### config.mk
export PLATFORM = sky130hd
export DESIGN_NAME = axis_gain_ramp
export DESIGN_NICKNAME = d
export VERILOG_FILES = /design/src/rtl/axis_audio_pkg.sv /design/src/rtl/gain_slew_ctrl.sv /design/src/rtl/axis_gain_ramp.sv
export SDC_FILE = /design/constraint.sdc
export NUM_CORES = 2
export LEC_CHECK = 0
export CAP_MARGIN = 20
export CELL_PAD_IN_SITES_DETAIL_PLACEMENT = 1
export CELL_PAD_IN_SITES_GLOBAL_PLACEMENT = 1
export CORE_MARGIN = 2
export CORE_UTILIZATION = 30
export DETAILED_ROUTE_END_ITERATION = 8
export PLACE_DENSITY_LB_ADDON = 0.1
export SLEW_MARGIN = 20
export SYNTH_ARGS = -nofsm -noshare
export SYNTH_HDL_FRONTEND = slang
export SYNTH_SLANG_ARGS = --single-unit
### constraint.sdc
create_clock -name clk -period 6.8 [get_ports clk]
set_input_delay 0.68 -clock clk [delete_from_list [all_inputs] [get_ports clk]]
set_output_delay 0.68 -clock clk [all_outputs]
set_load 0.05 [all_outputs]
### src/rtl/axis_audio_pkg.sv
// -----------------------------------------------------------------------------
// axis_audio_pkg
// Shared constants and arithmetic helpers for the AXI-Stream audio blocks
// (gain stage now, mixer/EQ later).
//
// Contents:
//   DEFAULT_SAMPLE_WIDTH / DEFAULT_GAIN_WIDTH : default sample and gain widths
//   sat_result_t                               : rounded value + clip flag
//   gain_unity(gain_width)                     : unity code for Q2.(gain_width-2)
//   sat_round(product, frac_bits, out_width)   : round-half-up, then saturate
// -----------------------------------------------------------------------------
package axis_audio_pkg;

    localparam int DEFAULT_SAMPLE_WIDTH = 24;
    localparam int DEFAULT_GAIN_WIDTH   = 16;

    // The value field is wide enough for any product we build here
    // (sample + gain + sign bit stays well below 64 bits).
    typedef struct packed {
        logic [63:0] value;
        logic        clip;
    } sat_result_t;

    function automatic int gain_unity(input int gain_width);
        return 1 << (gain_width - 2);
    endfunction

    // Adds half an LSB of the output scale before the arithmetic shift so
    // that ties round toward +infinity, then clamps to the signed range of
    // out_width bits. clip reports whether the clamp was needed.
    function automatic sat_result_t sat_round(
        input logic signed [63:0] product,
        input int                 frac_bits,
        input int                 out_width
    );
        sat_result_t       res;
        logic signed [63:0] rounded;
        logic signed [63:0] max_v;
        logic signed [63:0] min_v;
        rounded = (product + (64'sd1 <<< (frac_bits - 1))) >>> frac_bits;
        max_v   = (64'sd1 <<< (out_width - 1)) - 64'sd1;
        min_v   = -(64'sd1 <<< (out_width - 1));
        res.value = rounded;
        res.clip  = 1'b0;
        if (rounded > max_v) begin
            res.value = max_v;
            res.clip  = 1'b1;
        end else if (rounded < min_v) begin
            res.value = min_v;
            res.clip  = 1'b1;
        end
        return res;
    endfunction

endpackage

### src/rtl/gain_slew_ctrl.sv
// -----------------------------------------------------------------------------
// gain_slew_ctrl
// Holds the gain currently applied by the gain stage and moves it toward the
// effective target (0 while muted) once per accepted beat.
//
// Build option GAIN_SOFT_RAMP_EN:
//   defined   : gain moves at most RAMP_STEP per beat, snapping onto the
//               target once within one step.
//   undefined : gain loads the effective target directly on every beat.
//
// Ports:
//   clk           system clock
//   resetn        synchronous active-low reset, gain returns to 0
//   advance       one accepted input beat this cycle
//   gain_target   requested gain, Q2.(GAIN_WIDTH-2)
//   mute          forces the effective target to 0
//   gain_current  gain the datapath applies to the beat being accepted
// -----------------------------------------------------------------------------
module gain_slew_ctrl #(
    parameter int GAIN_WIDTH = 16,
    parameter int RAMP_STEP  = 256
) (
    input  logic                  clk,
    input  logic                  resetn,
    input  logic                  advance,
    input  logic [GAIN_WIDTH-1:0] gain_target,
    input  logic                  mute,
    output logic [GAIN_WIDTH-1:0] gain_current
);

    logic [GAIN_WIDTH-1:0] r_gain;
    logic [GAIN_WIDTH-1:0] w_eff;
    logic [GAIN_WIDTH-1:0] w_next;

    assign w_eff = mute ? '0 : gain_target;

`ifdef GAIN_SOFT_RAMP_EN
    localparam logic [GAIN_WIDTH-1:0] STEP = GAIN_WIDTH'(RAMP_STEP);

    logic                  w_up;
    logic [GAIN_WIDTH-1:0] w_dist;

    // Distance is taken as an unsigned magnitude so the step never
    // overshoots the target and the sum/difference below cannot wrap.
    assign w_up   = (w_eff > r_gain);
    assign w_dist = w_up ? (w_eff - r_gain) : (r_gain - w_eff);
    assign w_next = (w_dist <= STEP) ? w_eff
                  : (w_up ? (r_gain + STEP) : (r_gain - STEP));
`else
    assign w_next = w_eff;
`endif

    always_ff @(posedge clk) begin
        if (!resetn) begin
            r_gain <= '0;
        end else if (advance) begin
            r_gain <= w_next;
        end
    end

    assign gain_current = r_gain;

endmodule

### src/rtl/axis_gain_ramp.sv
// -----------------------------------------------------------------------------
// axis_gain_ramp
// AXI-Stream gain stage for NUM_CHANNELS packed signed samples per beat.
// Each channel is multiplied by an unsigned Q2.(GAIN_WIDTH-2) gain, rounded
// half-up, saturated, and reported through a sticky clip flag. The gain
// follows its target once per accepted beat (see gain_slew_ctrl).
//
// Build option GAIN_SOFT_RAMP_EN selects the slewed gain; without it the gain
// tracks the target directly and RAMP_STEP has no effect.
//
// Pipeline: S1 registers products + tlast, S2 registers the rounded,
// saturated result and drives m_axis. Latency 2, one beat per cycle.
//
// Ports:
//   clk, resetn       clock, synchronous active-low reset
//   gain_target       requested gain (quasi-static)
//   mute              ramp toward gain 0
//   clip_clr          clears clip_sticky (a clip in the same cycle wins)
//   s_axis_*          input stream (tdata, tvalid, tready, tlast)
//   m_axis_*          output stream (tdata, tvalid, tready, tlast)
//   gain_current      gain applied to the next accepted beat
//   clip_sticky       a channel saturated since the last clear
// -----------------------------------------------------------------------------
module axis_gain_ramp
    import axis_audio_pkg::*;
#(
    parameter int SAMPLE_WIDTH = DEFAULT_SAMPLE_WIDTH,
    parameter int NUM_CHANNELS = 2,
    parameter int GAIN_WIDTH   = DEFAULT_GAIN_WIDTH,
    parameter int RAMP_STEP    = 256,
    localparam int DATA_WIDTH  = NUM_CHANNELS * SAMPLE_WIDTH
) (
    input  logic                  clk,
    input  logic                  resetn,
    input  logic [GAIN_WIDTH-1:0] gain_target,
    input  logic                  mute,
    input  logic                  clip_clr,
    input  logic [DATA_WIDTH-1:0] s_axis_tdata,
    input  logic                  s_axis_tvalid,
    output logic                  s_axis_tready,
    input  logic                  s_axis_tlast,
    output logic [DATA_WIDTH-1:0] m_axis_tdata,
    output logic                  m_axis_tvalid,
    input  logic                  m_axis_tready,
    output logic                  m_axis_tlast,
    output logic [GAIN_WIDTH-1:0] gain_current,
    output logic                  clip_sticky
);

    localparam int PROD_WIDTH = SAMPLE_WIDTH + GAIN_WIDTH + 1;
    localparam int FRAC_BITS  = GAIN_WIDTH - 2;

    logic                  w_en;
    logic                  w_advance;
    logic [GAIN_WIDTH-1:0] w_gain;
    logic [NUM_CHANNELS-1:0] w_clip;
    logic                  w_clip_any;

    logic signed [SAMPLE_WIDTH-1:0] w_samp [NUM_CHANNELS];
    logic signed [PROD_WIDTH-1:0]   w_prod [NUM_CHANNELS];
    sat_result_t                    w_res  [NUM_CHANNELS];

    logic                           r_s1_valid;
    logic                           r_s1_last;
    logic signed [PROD_WIDTH-1:0]   r_s1_prod [NUM_CHANNELS];
    logic                           r_s2_valid;
    logic                           r_s2_last;
    logic [SAMPLE_WIDTH-1:0]        r_s2_samp [NUM_CHANNELS];
    logic                           r_clip;

    // The whole pipe moves as one; a stalled output freezes both stages.
    assign w_en          = !r_s2_valid || m_axis_tready;
    assign s_axis_tready = w_en;
    assign w_advance     = s_axis_tvalid && w_en;

    gain_slew_ctrl #(
        .GAIN_WIDTH (GAIN_WIDTH),
        .RAMP_STEP  (RAMP_STEP)
    ) u_slew (
        .clk          (clk),
        .resetn       (resetn),
        .advance      (w_advance),
        .gain_target  (gain_target),
        .mute         (mute),
        .gain_current (w_gain)
    );

    generate
        for (genvar gi = 0; gi < NUM_CHANNELS; gi++) begin : g_chan
            assign w_samp[gi] = s_axis_tdata[gi*SAMPLE_WIDTH +: SAMPLE_WIDTH];
            // Gain gets a leading 0 so it multiplies as a non-negative value.
            assign w_prod[gi] = PROD_WIDTH'(w_samp[gi])
                              * PROD_WIDTH'($signed({1'b0, w_gain}));
            assign w_res[gi]  = sat_round(64'(r_s1_prod[gi]), FRAC_BITS, SAMPLE_WIDTH);
            assign w_clip[gi] = w_res[gi].clip;
            assign m_axis_tdata[gi*SAMPLE_WIDTH +: SAMPLE_WIDTH] = r_s2_samp[gi];
        end
    endgenerate

    assign w_clip_any = |w_clip;

    always_ff @(posedge clk) begin
        if (!resetn) begin
            r_s1_valid <= 1'b0;
            r_s1_last  <= 1'b0;
            r_s2_valid <= 1'b0;
            r_s2_last  <= 1'b0;
            r_clip     <= 1'b0;
            for (int c = 0; c < NUM_CHANNELS; c++) begin
                r_s1_prod[c] <= '0;
                r_s2_samp[c] <= '0;
            end
        end else begin
            if (w_en) begin
                r_s1_valid <= s_axis_tvalid;
                r_s1_last  <= s_axis_tlast;
                r_s2_valid <= r_s1_valid;
                r_s2_last  <= r_s1_last;
                for (int c = 0; c < NUM_CHANNELS; c++) begin
                    r_s1_prod[c] <= w_prod[c];
                    r_s2_samp[c] <= SAMPLE_WIDTH'(w_res[c].value);
                end
            end
            // Only a real beat moving into S2 may flag a clip; a new clip
            // takes priority over a simultaneous clear.
            if (w_en && r_s1_valid && w_clip_any) begin
                r_clip <= 1'b1;
            end else if (clip_clr) begin
                r_clip <= 1'b0;
            end
        end
    end

    assign m_axis_tvalid = r_s2_valid;
    assign m_axis_tlast  = r_s2_last;
    assign gain_current  = w_gain;
    assign clip_sticky   = r_clip;

endmodule

==> metrics.yaml <==
stdcell_count: 5437
setup-tns-final_ns: 0
syn_area_per_cell_um2: 9.25
r2r_cells: 22
ant_nets: 0
worstPathArrival_ns: 6.79
initial_core_util_pct: 30.3
netlist_area_um2: 33100
dp_hpwl_mm: 83.7
synth_top_family_by_area: "adder cells"
nNetsFinal: 4967
holdPathStages: 2
synthMuxAreaShare_pct: 0.242
synth-seq-cells: 125
fin_crit_sh_pct: 96.3
drt-initial-drc-count: 718
synth_area_leaders: "fa_1, inv_1, edfxtp_1"
die_y_um: 336
power_mw: 6.68
syn_to_final_growth_pct: 19.8
rows: 121
min_to: "r_s1_last"
grt_pass1_vias: 28100
cts.sinks: 125
finalHoldViolations: 0
synth-compound-area-share_pct: 5.46
synth-xor-area-share_pct: 2.51
path_cells: "clkdlybuf4s50_1 > buf_12 > buf_4 > nand2_1 > fa_1 > inv_1 > fa_1 > fa_1 > fa_1 > fa_1 > inv_1 > fa_1 > inv_1 > ha_1 > a21oi_1 > o21ai_1 > or4_4 > a211oi_4 > o31a_4 > buf_4 > o21ai_2 > nor4_1 > nor3_1"
r2r_end: "r_s1_prod[0][37]"
ios: 139
grt_pass1_wl_mm: 160
crit_start: "s_axis_tdata[36]"
r2r-start: "u_slew.gain_current[5]"
routedWlPerCell_um: 17.7
grt_max_degree: 54
cp_max_fo: 7
cp_slowest_stage_delay_ns: 0.59
yosys.area.top_type: "fa_1"
cts_tree: "done"
worstHoldStart: "r_s1_last"
synth_nets: 4603
status: "completed"
fp.dieW_um: 336
p_leak_nw: 19.6
via_per_inst: 4.41
final_util_pct: 36.4
max_cap_viol_count: 0
numPortBuffers: 138
multi_input_area_um2: 25800
cpMaxStageDelayCell: "fa_1"
synth_top_area_share_pct: 45.3
worst_ir_drop_vdd_v: 0.000232
coreArea_um2: 109000
antenna_found_initial: 3
hp-class: "reg2reg"
seq_area_um2: 3570
crit_top_cell: "fa_1"
clk_latency_ns: 0.51
post-route-min-period_ns: 6.55
fin_skew_ns: 0.0256
ys.flop_type: "edfxtp_1"
path_clk_slew_ns: 0.08
synth_cells: 3582
async_flop_share_pct: 0
drv_slew: 0
power_density_nw_per_um2: 168
fmax_mhz: 153
critPathCaptureType: "flip-flop"
gp_congestion: 0.792
synth_edf_count: 104
synthSimpleGateAreaFrac_pct: 16.5
synth_cell_type_count: 74
critical_path_buf_inv_count: 7
grtUsageTotal_pct: 18.3
drive_above_1_share_pct: 12.0
drc_errors: 0
worstSetupPathType: "in2reg"
clockRootBuffer: "clkbuf_16"
cp-start-kind: "input port"
cts_buffers: 17
synthAdderAreaFrac_pct: 52.9
dp_cells: 5402
seq_area_frac_synth_pct: 10.7
nFillCells: 12500
clockBufferDepth: 2
tightest_slew_ns: 0.858
firstDrtPassIters: 5
htreeDepth: 4
r2r_slack_ns: 0.38
dr_total_vias: 24000
slew_headroom_pct: 42.8
crit_family: "adder cells"
yosys_warnings: 0
dieArea_um2: 113000
required_ns: 7.04
wl_mm: 96.5
setup_viol: 0
grt_overflow: 0
rsz0062_at_grt: "no"
[worst max-delay path by stage]
stage / end / slack (ns) / cells after the start
6_report: r_s1_prod[0][77] / 0.25 / 23
3_3_place_gp: r_s1_prod[0][76] / -0.40 / 23
4_1_cts: r_s1_prod[0][76] / 0.01 / 21
2_1_floorplan: r_s1_prod[0][81] / 0.11 / 21
3_5_place_dp: r_s1_prod[0][76] / -0.53 / 21
5_1_grt: r_s1_prod[0][37] / 0.0008 / 23
[per-stage QoR]
stage	setup WS, ns	cell area [um2]	hold WS (ns)
after global placement	-0.400	39000	0.451
after floorplan	0.113	33100	0.441
after global routing	0.000801	39700	0.514
after CTS	0.0101	39600	0.468
after detailed placement	-0.530	39000	0.457
final	0.251	39700	0.463
[metal layers]
metal  GRT usage (%)  up-vias  wire length (um)
li1                -    11400                 -
met1            24.2    12400             44700
met2            32.2      183             48200
met3            2.32       49              2360
met4            3.37        0              1220
met5               0        -                 0
[area by class of cell]
class,instances,share of cell area [%]
multi-input combinational,2430,65.0
clock inverter,14,0.347
antenna,2,0.0126
inverter,871,8.24
timing repair buffer,501,11.6
tap,1476,4.65
sequential,125,8.99
clock buffer,18,1.14
[synth_stat cells (4+ instances only)]
library cell,number
mux2i_1,8
nor3b_1,20
xnor2_1,53
a21oi_1,70
and3_1,22
edfxtp_1,104
a211oi_1,7
o21bai_1,7
clkbuf_1,149
and4_1,9
o31ai_1,4
nor2_1,78
ha_1,200
nand2_1,544
nor3_1,16
nor2b_1,25
nand4_1,21
a21o_1,38
o21ai_2,20
o21ai_0,51
nand3_1,37
nand2b_1,15
a21boi_0,5
dfxtp_1,21
fa_1,750
a31oi_1,8
o211ai_1,7
or2_2,4
nor4_1,4
and2_1,292
o21a_1,10
inv_1,871
xor2_1,42
[placed cells by master, fill, tap and decap left out, types with 6 or more instances in the layout]
master / Yosys / layout
fa_1: 750 / 746
edfxtp_1: 104 / 104
o21ai_2: 20 / 21
a211oi_1: 7 / 6
buf_4: 2 / 324
nor2b_1: 25 / 25
nor3_1: 16 / 16
nand2_1: 544 / 542
mux2i_1: 8 / 8
dfxtp_2: 0 / 15
clkbuf_16: 0 / 18
nor3b_1: 20 / 20
o21a_1: 10 / 9
ha_1: 200 / 200
and4_1: 9 / 9
o211ai_1: 7 / 7
xor2_1: 42 / 42
nor2_1: 78 / 77
a31oi_1: 8 / 6
and2_1: 292 / 292
and3_1: 22 / 22
buf_12: 0 / 39
nand4_1: 21 / 21
xnor2_1: 53 / 52
nand2b_1: 15 / 15
inv_1: 871 / 870
clkdlybuf4s50_1: 0 / 129
inv_6: 0 / 6
o21ai_0: 51 / 50
dlymetal6s2s_1: 0 / 9
a21oi_1: 70 / 69
nand3_1: 37 / 37
a21o_1: 38 / 38
o21bai_1: 7 / 7
[kinds of logic after synthesis]
kind of cell	after synthesis
simple gates	1110
buf+inv	1027
fa+ha+maj	950
compound gates	267
flops	125
xor+xnor	95
mux	8
[sequential cells by signal, summed over array words and instances (netlist names)]
register             count
r_s1_last                1
clip_sticky              1
r_s1_valid               1
r_s1_prod               56
r_s2_samp               48
m_axis_tvalid            1
u_slew.gain_current     16
m_axis_tlast             1
[tightest hold or removal path, delay by kind of cell (launching register included)]
family             cells  cell delay (ns)
DFF                    1             0.31
AOI/OAI and AO/OA      1             0.06
and+or+nand+nor        1             0.05
[power breakdown]
group          internal (mW)  switching [mW]
combinational           1.81            2.51
sequential              1.19           0.214
clock                  0.506           0.452
[timing repair]
item | 4_1_cts | 5_1_grt
endpoints found under the setup margin | 0 | 28
gates resized for setup | 0 | 29
hold buffers | 0 | 0
buffers inserted | 0 | 1
Power figures use the tool's default switching activity.
